==> src/rtl/prga_if.sv <==
// prga_if: start handshake plus the S, ciphertext and plaintext memory ports of the PRGA stage.
interface prga_if;
  logic       en;
  logic       rdy;
  logic       pt_ok;
  logic [7:0] s_addr;
  logic [7:0] s_rddata;
  logic [7:0] s_wrdata;
  logic       s_wren;
  logic [7:0] ct_addr;
  logic [7:0] ct_rddata;
  logic [7:0] pt_addr;
  logic [7:0] pt_wrdata;
  logic       pt_wren;

  // Environment side: issues start requests and returns memory read data.
  modport master (
    output en, s_rddata, ct_rddata,
    input  rdy, pt_ok, s_addr, s_wrdata, s_wren, ct_addr, pt_addr, pt_wrdata, pt_wren
  );

  // PRGA side: drives memory addresses/writes and reports status.
  modport slave (
    input  en, s_rddata, ct_rddata,
    output rdy, pt_ok, s_addr, s_wrdata, s_wren, ct_addr, pt_addr, pt_wrdata, pt_wren
  );
endinterface

==> src/rtl/prga.sv <==
// prga: ARC4 keystream generation and decryption of a length-prefixed message.
// All outputs are registered; each output flop is loaded on the edge entering the
// state in which the spec wants it visible.
module prga #(
  parameter bit ABORT = 1'b1
) (
  input  logic    clk,
  input  logic    rst_n,
  prga_if.slave   bus
);
  localparam int unsigned DW = 8;
  localparam logic [DW-1:0] PRINT_LO = 8'h20;
  localparam logic [DW-1:0] PRINT_HI = 8'h7E;

  typedef enum logic [3:0] {
    IDLE, LEN_A, LEN_D, LEN_W, SI_A, SI_D, SJ_A, SJ_D,
    WR_I, WR_J, PAD_A, PAD_D, WR_PT
  } state_t;

  state_t        state_q, state_d;
  logic [DW-1:0] i_q, i_d, j_q, j_d, k_q, k_d, len_q, len_d;
  logic [DW-1:0] si_q, si_d, sj_q, sj_d, pad_q, pad_d, ct_byte_q, ct_byte_d;
  logic          rdy_q, rdy_d, pt_ok_q, pt_ok_d;
  logic [DW-1:0] s_addr_q, s_addr_d, s_wrdata_q, s_wrdata_d;
  logic          s_wren_q, s_wren_d;
  logic [DW-1:0] ct_addr_q, ct_addr_d, pt_addr_q, pt_addr_d, pt_wrdata_q, pt_wrdata_d;
  logic          pt_wren_q, pt_wren_d;
  logic [DW-1:0] pt_byte_c;
  logic          bad_c;

  // Plaintext byte being committed in WR_PT and its printability.
  assign pt_byte_c = pad_q ^ ct_byte_q;
  assign bad_c     = (pt_byte_c < PRINT_LO) || (pt_byte_c > PRINT_HI);

  // Next-state, datapath and registered-output logic.
  always_comb begin
    state_d     = state_q;
    i_d         = i_q;
    j_d         = j_q;
    k_d         = k_q;
    len_d       = len_q;
    si_d        = si_q;
    sj_d        = sj_q;
    pad_d       = pad_q;
    ct_byte_d   = ct_byte_q;
    pt_ok_d     = pt_ok_q;
    s_addr_d    = s_addr_q;
    s_wrdata_d  = s_wrdata_q;
    s_wren_d    = 1'b0;
    ct_addr_d   = ct_addr_q;
    pt_addr_d   = pt_addr_q;
    pt_wrdata_d = pt_wrdata_q;
    pt_wren_d   = 1'b0;

    unique case (state_q)
      IDLE: begin
        if (bus.en) begin
          i_d       = '0;
          j_d       = '0;
          k_d       = '0;
          pt_ok_d   = 1'b1;
          ct_addr_d = '0;
          state_d   = LEN_A;
        end
      end
      LEN_A: state_d = LEN_D;
      LEN_D: begin
        len_d       = bus.ct_rddata;
        pt_addr_d   = '0;
        pt_wrdata_d = bus.ct_rddata;
        pt_wren_d   = 1'b1;
        state_d     = LEN_W;
      end
      LEN_W: begin
        if (len_q == '0) begin
          state_d = IDLE;
        end else begin
          k_d      = DW'(1);
          i_d      = i_q + DW'(1);
          s_addr_d = i_q + DW'(1);
          state_d  = SI_A;
        end
      end
      SI_A: state_d = SI_D;
      SI_D: begin
        si_d     = bus.s_rddata;
        j_d      = j_q + bus.s_rddata;
        s_addr_d = j_q + bus.s_rddata;
        state_d  = SJ_A;
      end
      SJ_A: state_d = SJ_D;
      SJ_D: begin
        sj_d       = bus.s_rddata;
        s_addr_d   = i_q;
        s_wrdata_d = bus.s_rddata;
        s_wren_d   = 1'b1;
        state_d    = WR_I;
      end
      WR_I: begin
        s_addr_d   = j_q;
        s_wrdata_d = si_q;
        s_wren_d   = 1'b1;
        state_d    = WR_J;
      end
      WR_J: begin
        s_addr_d  = si_q + sj_q;
        ct_addr_d = k_q;
        state_d   = PAD_A;
      end
      PAD_A: state_d = PAD_D;
      PAD_D: begin
        pad_d       = bus.s_rddata;
        ct_byte_d   = bus.ct_rddata;
        pt_addr_d   = k_q;
        pt_wrdata_d = bus.s_rddata ^ bus.ct_rddata;
        pt_wren_d   = 1'b1;
        state_d     = WR_PT;
      end
      WR_PT: begin
        if (bad_c) pt_ok_d = 1'b0;
        if ((k_q == len_q) || (ABORT && bad_c)) begin
          state_d = IDLE;
        end else begin
          k_d      = k_q + DW'(1);
          i_d      = i_q + DW'(1);
          s_addr_d = i_q + DW'(1);
          state_d  = SI_A;
        end
      end
      default: state_d = IDLE;
    endcase

    rdy_d = (state_d == IDLE);
  end

  // State, datapath and output registers.
  always_ff @(posedge clk or negedge rst_n) begin
    if (!rst_n) begin
      state_q     <= IDLE;
      i_q         <= '0;
      j_q         <= '0;
      k_q         <= '0;
      len_q       <= '0;
      si_q        <= '0;
      sj_q        <= '0;
      pad_q       <= '0;
      ct_byte_q   <= '0;
      rdy_q       <= 1'b1;
      pt_ok_q     <= 1'b0;
      s_addr_q    <= '0;
      s_wrdata_q  <= '0;
      s_wren_q    <= 1'b0;
      ct_addr_q   <= '0;
      pt_addr_q   <= '0;
      pt_wrdata_q <= '0;
      pt_wren_q   <= 1'b0;
    end else begin
      state_q     <= state_d;
      i_q         <= i_d;
      j_q         <= j_d;
      k_q         <= k_d;
      len_q       <= len_d;
      si_q        <= si_d;
      sj_q        <= sj_d;
      pad_q       <= pad_d;
      ct_byte_q   <= ct_byte_d;
      rdy_q       <= rdy_d;
      pt_ok_q     <= pt_ok_d;
      s_addr_q    <= s_addr_d;
      s_wrdata_q  <= s_wrdata_d;
      s_wren_q    <= s_wren_d;
      ct_addr_q   <= ct_addr_d;
      pt_addr_q   <= pt_addr_d;
      pt_wrdata_q <= pt_wrdata_d;
      pt_wren_q   <= pt_wren_d;
    end
  end

  assign bus.rdy       = rdy_q;
  assign bus.pt_ok     = pt_ok_q;
  assign bus.s_addr    = s_addr_q;
  assign bus.s_wrdata  = s_wrdata_q;
  assign bus.s_wren    = s_wren_q;
  assign bus.ct_addr   = ct_addr_q;
  assign bus.pt_addr   = pt_addr_q;
  assign bus.pt_wrdata = pt_wrdata_q;
  assign bus.pt_wren   = pt_wren_q;
endmodule
==> src/flat_wrapper.sv <==
// flat-port wrapper written by rule: the top's interface ports become plain ports
module prga_flat 
#(
  parameter bit ABORT = 1'b1
)
  (clk, rst_n, bus_en, bus_s_rddata, bus_ct_rddata, bus_rdy, bus_pt_ok, bus_s_addr, bus_s_wrdata, bus_s_wren, bus_ct_addr, bus_pt_addr, bus_pt_wrdata, bus_pt_wren);
  prga_if bus_i ();
  input  logic clk;
  input  logic rst_n;
  input wire logic [$bits(bus_i.en)-1:0] bus_en;
  input wire logic [$bits(bus_i.s_rddata)-1:0] bus_s_rddata;
  input wire logic [$bits(bus_i.ct_rddata)-1:0] bus_ct_rddata;
  output wire logic [$bits(bus_i.rdy)-1:0] bus_rdy;
  output wire logic [$bits(bus_i.pt_ok)-1:0] bus_pt_ok;
  output wire logic [$bits(bus_i.s_addr)-1:0] bus_s_addr;
  output wire logic [$bits(bus_i.s_wrdata)-1:0] bus_s_wrdata;
  output wire logic [$bits(bus_i.s_wren)-1:0] bus_s_wren;
  output wire logic [$bits(bus_i.ct_addr)-1:0] bus_ct_addr;
  output wire logic [$bits(bus_i.pt_addr)-1:0] bus_pt_addr;
  output wire logic [$bits(bus_i.pt_wrdata)-1:0] bus_pt_wrdata;
  output wire logic [$bits(bus_i.pt_wren)-1:0] bus_pt_wren;
  assign bus_i.en = bus_en;
  assign bus_i.s_rddata = bus_s_rddata;
  assign bus_i.ct_rddata = bus_ct_rddata;
  assign bus_rdy = bus_i.rdy;
  assign bus_pt_ok = bus_i.pt_ok;
  assign bus_s_addr = bus_i.s_addr;
  assign bus_s_wrdata = bus_i.s_wrdata;
  assign bus_s_wren = bus_i.s_wren;
  assign bus_ct_addr = bus_i.ct_addr;
  assign bus_pt_addr = bus_i.pt_addr;
  assign bus_pt_wrdata = bus_i.pt_wrdata;
  assign bus_pt_wren = bus_i.pt_wren;
  prga #(.ABORT(ABORT)) u_core (.clk(clk), .rst_n(rst_n), .bus(bus_i));
endmodule
==> config.mk <==
export PLATFORM = sky130hd
export DESIGN_NAME = prga_flat
export DESIGN_NICKNAME = d
export VERILOG_FILES = /design/src/rtl/prga_if.sv /design/src/rtl/prga.sv /design/src/flat_wrapper.sv
export SDC_FILE = /design/constraint.sdc
export NUM_CORES = 1
export LEC_CHECK = 0
export BUFFER_PORTS_ARGS = -buffer_cell sky130_fd_sc_hd__buf_4
export CAP_MARGIN = 20
export CORE_UTILIZATION = 45
export CTS_BUF_LIST = sky130_fd_sc_hd__clkbuf_2
export DETAILED_ROUTE_END_ITERATION = 10
export PLACE_DENSITY = 0.63
export RECOVER_POWER = 25
export SYNTH_ARGS = -nofsm -noshare
export SYNTH_HDL_FRONTEND = slang
export SYNTH_SLANG_ARGS = --single-unit
==> constraint.sdc <==
create_clock -name clk -period 6.9 [get_ports clk]
set_input_delay 0.345 -clock clk [delete_from_list [all_inputs] [get_ports clk]]
set_output_delay 0.345 -clock clk [all_outputs]
set_load 0.03 [all_outputs]
# Yosys cells after proc, flatten, opt, wreduce, memory -nomap -nowiden
# Cells that the tools add are included.
# word_totals
regBits	112
input_bits	19
output_inout_bits	44
# classes
n_addsub	4
order_cmp	2
eq_ne	17
n_mux	22
n_bitwise	2
n_reduce_logical	19
# ops
cell	n
$pmux 8 s2	5
$pmux 4 s13	1
$pmux 8 s3	2
$pmux 8 s6	1
$mux 8	5
$eq 4x4->1 const B	5
$add 8x1->8 const B	2
$add 8x8->8	2
$eq 4x3->1 const B	4
$xor 8x8->8	2
$reduce_bool 2->1	5
$eq 4x2->1 const B	2
$eq 8x8->1	1
$gt 8x7->1 const B	1
$logic_not 4->1	2
$logic_not 8->1	1
$lt 8x6->1 const B	1
$mux 3	2
$ne 2x2->1 const B	3
$reduce_and 3->1	2
$reduce_bool 6->1	1
$eq 4x1->1 const B	1
$mux 1	4
$mux 4	1
other kinds (7)	10

# Logic depth before layout (Yosys ltp)
# Gate-level depths: netlist of the first run.
# depth
word_depth	7
depth_mapped	9
ltp_nobuf	8

# Least setup slack after synthesis of the first run
# OpenSTA, ideal clock, no wires.
# synth_timing
path_kind	reg2reg
start	register u_core.sj_q[0]
end	register u_core.s_addr_q[6] (netlist: u_core.bus.s_addr[6])
setup_ps	125
arrival_time_ps	2132
t_required_ps	6775
slack_ps	4642
stages_incl_launch_ff	9
synth_period_minus_slack_ps	2258
cell_sequence	dfrtp_1 ha_1 fa_1 a211o_1 a211oi_1 nor4_1 a211oi_1 a32oi_1 mux2_4
# synth_between
elab_chain_cells	2
# synth_rtl
element	line	text
from (decl)	prga.sv:22	logic [DW-1:0] si_q, si_d, sj_q, sj_d, pad_q, pad_d, ct_byte_q, ct_byte_d;
from (signal assigned)	prga.sv:164	sj_q <= sj_d;
$add 8x8->8	prga.sv:106	s_addr_d = si_q + sj_q;
$pmux 8 s6	prga.sv:55	unique case (state_q)
to (signal assigned)	prga.sv:169	s_addr_q <= s_addr_d;
to (decl)	prga.sv:24	logic [DW-1:0] s_addr_q, s_addr_d, s_wrdata_q, s_wrdata_d;
# No other way between the ends.
# A chain may end at the register's enable or synchronous reset.

# Final worst setup path of the first run
# layout_timing
start	register u_core.state_q[1]
end	register u_core.s_addr_q[2] (netlist: u_core.bus.s_addr[2])
# layout_between
elab_chain_cells	3
elab_cells_between_ends	11
# layout_rtl
element	line	text
from (decl)	prga.sv:20	state_t state_q, state_d;
from (signal assigned)	prga.sv:158	state_q <= state_d;
$eq 4x3->1, or another cell as far along	prga.sv:55	
$reduce_bool 6->1 (no source line) / $ne 2x2->1 (equally long branches)	--	
$reduce_and 3->1 (no source line)	--	
# Several ways; a longest one is shown, not always the timed one.

==> reports/summary.txt, run 1 <==
# Max-Cap Violations = 1
Crit-path slowest cell = dfrtp_1
Clk_lat worst skew = 640 ps
Clk buf depth = 2
Slew margin rel. = -0.232
Mean Syn Cell Area = 9.52 um2
Routability cong. = 0.847
Die height = 117 um
VDD IR max = 0.000236 V
Crit. Startpoint = u_core.state_q[1]
NumNets Final = 728
Number of synthesized register bits = 112
Fmax = 0.348 GHz
Lkg Pwr = 3.25 nW
Reg area = 2800 um2
Area of the multi-input gates = 2950 um2
Slew Viols, Final = 36
Worst Setup End Kind = flip-flop
Minimum clock period = 2880 ps
Syn Inst Count = 624
Vias in the first global route = 4,567
RSZ-0062 raised after global routing = no
IO Count = 63
Area of the mapped netlist = 5940 um2
Synth area leaders = dfrtp_1, nand2_1, ha_1, nor2_1, xor2_1
Main synth FF type = dfrtp_1
Setup Fix Bufs, Post-CTS = 0
CTS Sinks = 112
Initial antenna violation count = 0
CTS resizes = 0
Core footprint = 12,700 um2
Overall routed net length = 14,500 um
Top cell type's share of synthesized area = 0.468
Post-synth EDFFs = 0
Fillcell total = 1,228
Placement Setup Slack = 4080 ps
TNS Setup = 0 ps
Worst path cell trace = nand4bb_1, and2_1, a221oi_2, and2_1, mux2_4
Final Util = 0.535
Hold_sp = bus_ct_rddata[0]
GRT overflow = 0
R2r setup slk = 4020 ps
Sequential area share after synthesis = 0.472
Startpoint types = flip-flop
Yosys warns = 0
Worst path bufs/invs = 0
CTS Root Cell = clkbuf_2
Ratio of total power to cell area = 428 nW/um2
Largest net degree at the start of global routing = 79
I/O Buffers = 62
Clock Pin Slew Worst Setup and Hold Paths = 310 ps
Status = finished, violations left
Most frequent cell after synthesis = nand2_1
Hold Buf Count CTS = 18
Crit path top cell by count = and2_1
Chip Width = 117 um
P&R area growth vs syn = 14.6%
Crit Path Category = reg2reg
DIE AREA = 13,700 um2
CTS Buf Count = 9
Dpl hpwl = 10,100 um
Crit path max-delay family = simple AND/OR/NAND/NOR gates
Fin crit share = 0.417
Drc violations = 0
Num rows = 41
Worst Path Max Fanout = 22
Data required time of the worst path = 7470 ps
Failing checks = capacitance limit, slew limit
Syn Nets = 661
H-tree Lvls = 3
Library cells used by synthesis = 74
Worst stage delay on the critical path = 690 ps
Routed Antenna Nets = 0
Clk_skew = 35.3 ps
Diode count = 0
Post-synthesis cell type with the largest combined area = dfrtp_1
Fin. Hold Viols = 0
FF-to-FF Start = u_core.state_q[1]
Slew @ Worst Pin = 1850 ps
Starting density of the core = 0.467
Setup-failing EPs final = 0
CTS tree = yes
Layout cells sized above 1 = 0.159
Post-synth ARST share = 1.00
TritonRoute pass-1 iters = 5
Vias/cell = 5.49
Post-DR wirelength/cell = 16.7 um
Detailed-route via count = 4,761
WP data arrival = 3440 ps
Initial DRC Count = 276
First-pass GRT wire length = 23,800 um
Min-delay worst type = in2reg
Total Routing Usage GR = 0.231
Setup ws final = 4020 ps
Post-synth top cells = nand2_1, dfrtp_1, nor2_1
==> cells by family (layout without fill, tap and decap cells) <==
logic type	Yosys count	in the layout	synth area share
xor gates and xnor gates	25	25	0.0369
and+or+nand+nor	279	279	0.218
buffers and inverters	38	110	0.0322
DFF	112	112	0.472
adders and majority gates	18	18	0.0404
AOI/OAI and AO/OA	135	135	0.165
muxes	17	17	0.0350
==> area by class of cell <==
class / count / area share
Inverter: 9 / 0.00496
Timing Repair Buffer: 85 / 0.102
Clock inverter: 7 / 0.0105
Multi-Input combinational cell: 474 / 0.432
Tap cell: 172 / 0.0316
Clock buffer: 9 / 0.00661
Sequential cell: 112 / 0.412
==> tightest hold or removal path, delay by kind of cell <==
kind                   cells  cell delay, ps
buffers and inverters      2             650
and+or+nand+nor            2              90
==> registers in the layout, summed over array words and instances, names as in the netlist <==
name and count:
u_core.ct_byte_q 8, u_core.si_q 8, u_core.i_q 8, u_core.pad_q 8, u_core.bus.pt_ok 1, u_core.bus.s_wrdata 8, u_core.len_q 8, u_core.state_q 4
u_core.j_q 8, u_core.bus.pt_wrdata 8, u_core.bus.s_wren 1, u_core.bus.s_addr 8, u_core.bus.rdy 1, u_core.sj_q 8, u_core.k_q 8, u_core.bus.pt_addr 8
u_core.bus.ct_addr 8, u_core.bus.pt_wren 1
==> routing by layer <==
metal  part of all wire  up-vias  track usage
met4              0.013        0       0.0776
met3              0.032       16       0.0278
met1               0.50     2310        0.336
met2               0.45      102        0.357
met5                  0        -            0
li1                   -     2333            -
==> per-stage QoR <==
step	total power, W	instance area [um2]	hold WS [ps]	instances
6_report	0.00292	6810	449	868
5_1_grt	0.00315	6810	394	868
4_1_cts	0.00293	6790	110	867
3_5_place_dp	0.00261	6490	322	833
3_3_place_gp	0.00257	6490	319	833
2_1_floorplan	0.00219	5940	49.4	624
==> worst paths after layout <==
kind,end,cells after the start
min,u_core.ct_byte_q[0],4
max in group asynchronous,u_core.state_q[2],4
max reg2reg,u_core.bus.s_addr[2],5
max,u_core.bus.s_addr[2],5
min in group asynchronous,u_core.i_q[5],2
min reg2reg,u_core.bus.s_wrdata[2],2
==> placed cells by master (no fill, tap or decap), drive strengths merged, types with 4 or more instances in the layout <==
cell type    instances
a211oi              10
a21o                 9
a21oi               17
a22o                10
a22oi                8
a31oi                5
and2                 4
and3                 5
buf                 65
clkbuf              11
clkinv               4
dfrtp              111
dlygate4sd3         18
ha                  16
inv                 10
mux2                15
nand2              154
nand2b               8
nand3               19
nor2                46
nor3                14
nor4                 4
o211ai               4
o21ai               38
o31ai                6
xnor2                6
xor2                19
==> where the power goes <==
| group | leakage, nW | total [W] | switching, W | internal [W] |
|---|---|---|---|---|
| combinational | 1.77 | 0.00146 | 0.000856 | 0.000607 |
| clock | 0.0676 | 0.000311 | 0.000227 | 0.0000841 |
| sequential | 1.41 | 0.00114 | 0.000237 | 0.000905 |
Note: power is estimated with default switching activity, not from simulation.
==> inputs of run 2 (changes only) <==
- PLACE_DENSITY: 0.63 -> 0.65
- clock period: 6.9 -> 2.5 ns (I/O delays scaled with it)
==> reports/summary.txt, run 2 (synthesized netlist as in run 1, its figures left out) <==
Detailed-route via count = 4,964
CTS Buf Count = 9
Setup Fix Bufs, Post-CTS = 0
Status = complete, no violations
TritonRoute pass-1 iters = 5
Clk buf depth = 2
Clk_skew = 34.5 ps
Fillcell total = 1,152
Drc violations = 0
Data required time of the worst path = 3050 ps
Placement Setup Slack = 73.2 ps
CTS Sinks = 112
Setup-failing EPs final = 0
DIE AREA = 13,700 um2
Total Routing Usage GR = 0.235
Vias/cell = 5.54
Die height = 117 um
Min-delay worst type = in2reg
Fmax = 0.423 GHz
Core footprint = 12,700 um2
Worst Path Max Fanout = 3
Slew @ Worst Pin = 1350 ps
Diode count = 0
Vias in the first global route = 4,653
Fin. Hold Viols = 0
Worst Setup End Kind = flip-flop
Slew margin rel. = 0.0986
Commonest non-fill, non-tap cell in the layout = nand2_1
GRT overflow = 0
NumNets Final = 757
Dpl hpwl = 10,800 um
Overall routed net length = 15,000 um
Crit Path Category = reg2reg
Setup ws final = 137 ps
Routability cong. = 0.866
Initial DRC Count = 293
Minimum clock period = 2360 ps
Clk_lat worst skew = 640 ps
Routed Antenna Nets = 0
IO Count = 63
I/O Buffers = 62
CTS tree = yes
Chip Width = 117 um
Num rows = 41
Post-DR wirelength/cell = 16.7 um
Starting density of the core = 0.467
WP data arrival = 2920 ps
First-pass GRT wire length = 24,200 um
Initial antenna violation count = 0
Layout cells sized above 1 = 0.202
VDD IR max = 0.000604 V
# Max-Cap Violations = 0
H-tree Lvls = 3
Largest net degree at the start of global routing = 70
Clock Pin Slew Worst Setup and Hold Paths = 300 ps
P&R area growth vs syn = 18.8%
Commonest cells after routing, fill and taps aside = nand2_1, dfrtp_1, buf_4
Lkg Pwr = 3.40 nW
Startpoint types = flip-flop
Fin crit share = 0.945
Final cell count without fillers = 896
Slew Viols, Final = 0
Ratio of total power to cell area = 1190 nW/um2
CTS Root Cell = clkbuf_2
Cells after DPL = 861
-- run 2: cell types whose count changed in the layout (fill, tap and decap cells not counted), sizes merged --
cell	change
buf	+28
clkinv	-2
bufinv	+1
dlygate4sd3	+1
-- run 2: final timing paths --
kind | start | to | slack, ps | cells after the start
setup / recovery | u_core.si_q[0] | u_core.bus.s_addr[6] | 140 | 8
max in group asynchronous | rst_n | u_core.state_q[2] | 420 | 4
min in group asynchronous | rst_n | u_core.j_q[4] | 830 | 3
hold / removal | bus_ct_rddata[3] | u_core.ct_byte_q[3] | 220 | 4
setup reg to reg | u_core.si_q[0] | u_core.bus.s_addr[6] | 140 | 8
hold reg to reg | u_core.bus.s_wrdata[4] | u_core.bus.s_wrdata[4] | 520 | 2
-- run 2: cell type report --
class / instances / area (um2) / area share
Clock buffer: 9 / 45.0 / 0.00638
Clock inverter: 6 / 92.6 / 0.0131
Inverter: 9 / 33.8 / 0.00479
Multi-Input combinational cell: 474 / 2960 / 0.420
Sequential cell: 112 / 2810 / 0.398
Tap cell: 172 / 215 / 0.0305
Timing Repair Buffer: 114 / 901 / 0.128
-- run 2: what timing repair did --
| action | in CTS | in global routing |
|---|---|---|
| setup endpoints to repair | 0 | 6 |
| hold buffers | 20 | 0 |
| endpoints found under the hold margin | 174 | 0 |
| gates resized for setup | 0 | 5 |
-- run 2: worst max-delay path, stage by stage, from the launching register on --
cell	delay (ps)
dfrtp_1	470
ha_1	240
fa_1	400
a211o_1	300
a211oi_2	240
nor4_1	90
a211oi_1	210
a32oi_1	70
mux2_4	270
-- run 2: power by group --
group	leakage, nW	total (W)	switching [W]	internal, W
Sequential	1.41	0.00313	0.000621	0.00250
Combinational	1.91	0.00430	0.00246	0.00183
Clock	0.0799	0.000953	0.000621	0.000332
-- run 2: metrics by stage --
| step | hold slack [ps] | total power (W) | util | setup TNS [ps] | cell area, um2 |
|---|---|---|---|---|---|
| 3_5_place_dp | 177 | 0.00738 | 0.528 | 0 | 6720 |
| 2_1_floorplan | -171 | 0.00605 | - | 0 | 5940 |
| 4_1_cts | 177 | 0.00836 | 0.555 | 0 | 7060 |
| 5_1_grt | 208 | 0.00898 | 0.555 | -1.19 | 7060 |
| 6_report | 224 | 0.00837 | 0.555 | 0 | 7060 |
| 3_3_place_gp | 166 | 0.00725 | 0.528 | 0 | 6720 |
-- run 2: metal layers --
| layer | wire length (um) | vias to the layer above | part of all wire | GRT usage |
|---|---|---|---|---|
| li1 | - | 2394 | - | - |
| met1 | 7310 | 2412 | 0.49 | 0.344 |
| met2 | 6710 | 135 | 0.45 | 0.346 |
| met3 | 604 | 23 | 0.040 | 0.0304 |
| met4 | 370 | 0 | 0.025 | 0.116 |
| met5 | 0 | - | 0 | 0 |
==> inputs of run 3 (changes only) <==
- PLACE_DENSITY: 0.65 -> 0.63
- clock period: 2.5 -> 2.3 ns (I/O delays scaled with it)
==> reports/summary.txt, run 3 (synthesized netlist as in run 1, its figures left out) <==
Clock Pin Slew Worst Setup and Hold Paths = 290 ps
Vias/cell = 5.51
Dpl hpwl = 11,200 um
GR Util met2 = 0.367
CTS Buf Count = 9
DIE AREA = 13,700 um2
First-pass GRT wire length = 25,000 um
Failing checks = setup timing
Worst Path Max Fanout = 2
TritonRoute pass-1 iters = 4
Routed Antenna Nets = 0
Placement Setup Slack = -131 ps
Worst path bufs/invs = 0
CTS Root Cell = clkbuf_2
Cells after DPL = 877
Post-DR wirelength/cell = 16.8 um
CTS Sinks = 112
Routability cong. = 0.884
Worst Setup End Kind = flip-flop
Diode count = 0
Drc violations = 0
# Max-Cap Violations = 0
Fmax = 0.429 GHz
Overall routed net length = 15,300 um
Vias in the first global route = 4,744
Final cell count without fillers = 912
Slew Viols, Final = 0
Clk_skew = 21.6 ps
IO Count = 63
Commonest non-fill, non-tap cell in the layout = nand2_1
Status = finished, violations left
Core footprint = 12,700 um2
Setup ws final = -28.7 ps
Clk_lat worst skew = 620 ps
Initial DRC Count = 386
Lkg Pwr = 3.49 nW
Total Routing Usage GR = 0.242
Commonest cells after routing, fill and taps aside = nand2_1, dfrtp_1, buf_4
P&R area growth vs syn = 21.0%
Startpoint types = flip-flop
Ratio of total power to cell area = 1290 nW/um2
Initial antenna violation count = 0
Grt met3 use = 0.0319
I/O Buffers = 62
Worst path cell trace = ha_2, fa_2, a211o_1, a211oi_2, nor4_1, a211oi_1, a32oi_1, mux2_4
Layout cells sized above 1 = 0.227
H-tree Lvls = 3
Worst stage delay on the critical path = 470 ps
CTS tree = yes
Crit path max-delay family = compound AO/OA/AOI/OAI gates
Slew margin rel. = 0.133
RSZ-0062 raised after global routing = yes
Crit-path slowest cell = dfrtp_1
Data required time of the worst path = 2840 ps
Largest net degree at the start of global routing = 52
Minimum clock period = 2330 ps
Detailed-route via count = 5,024
Min-delay worst type = in2reg
Setup-failing EPs final = 1
Starting density of the core = 0.467
WP data arrival = 2870 ps
Die height = 117 um
GRT overflow = 0
GR peak layer = met2
Fin. Hold Viols = 0
Fin crit share = 1.01
Met1 Use GR = 0.360
Slew @ Worst Pin = 1300 ps
VDD IR max = 0.000598 V
Crit Path Category = reg2reg
Clk buf depth = 2
NumNets Final = 773
Chip Width = 117 um
Num rows = 41
[run 3: layout make-up]
type / instances / area, um2
Fill cell: 1149 / 5540
Multi-Input combinational cell: 474 / 2990
Sequential cell: 112 / 2810
Timing Repair Buffer: 130 / 1010
Tap cell: 172 / 215
Clock inverter: 5 / 81.3
Clock buffer: 10 / 50.0
Inverter: 9 / 33.8
[run 3: report_power, final]
group / switching (W) / internal (W)
Sequential: 0.000627 / 0.00272
Combinational: 0.00281 / 0.00211
Clock: 0.000652 / 0.000363
[run 3: what timing repair did]
action	4_1_cts	5_1_grt
endpoints found under the setup margin	1	14
hold buffers	18	0
buffers inserted	1	1
pin swaps	3	4
endpoints found under the hold margin	155	0
resized for setup	3	10
gates cloned	0	0
[run 3: worst paths after layout]
check / slack (ps) / endpoint / start / depth (start not counted)
max: -30 / u_core.bus.s_addr[6] / u_core.si_q[0] / 8
min: 240 / u_core.ct_byte_q[1] / bus_ct_rddata[1] / 4
max reg2reg: -30 / u_core.bus.s_addr[6] / u_core.si_q[0] / 8
min reg2reg: 520 / u_core.bus.s_wrdata[4] / u_core.bus.s_wrdata[4] / 2
max in group asynchronous: 570 / u_core.state_q[1] / rst_n / 3
min in group asynchronous: 280 / u_core.bus.s_addr[0] / rst_n / 2
[run 3: metrics by stage]
stage / cell area (um2) / power (W) / TNS (ps) / hold WS (ps) / utilization
2_1_floorplan: 5940 / 0.00658 / 0 / -181 / -
3_3_place_gp: 6840 / 0.00800 / -68.1 / 200 / 0.537
3_5_place_dp: 6840 / 0.00814 / -131 / 216 / 0.537
4_1_cts: 7170 / 0.00924 / -26.5 / 21.2 / 0.563
5_1_grt: 7190 / 0.00998 / -97.1 / 183 / 0.565
6_report: 7190 / 0.00929 / -28.7 / 235 / 0.565
[run 3: tightest hold or removal path: stages]
cell           delay, ps
dlygate4sd3_1        520
buf_4                120
nand2_1               50
nand2_1               50
[run 3: per-layer routing]
layer / part of all wire / up-vias
met5: 0 / -
met4: 0.014 / 0
met3: 0.041 / 18
met2: 0.45 / 125
met1: 0.49 / 2459
li1: - / 2422
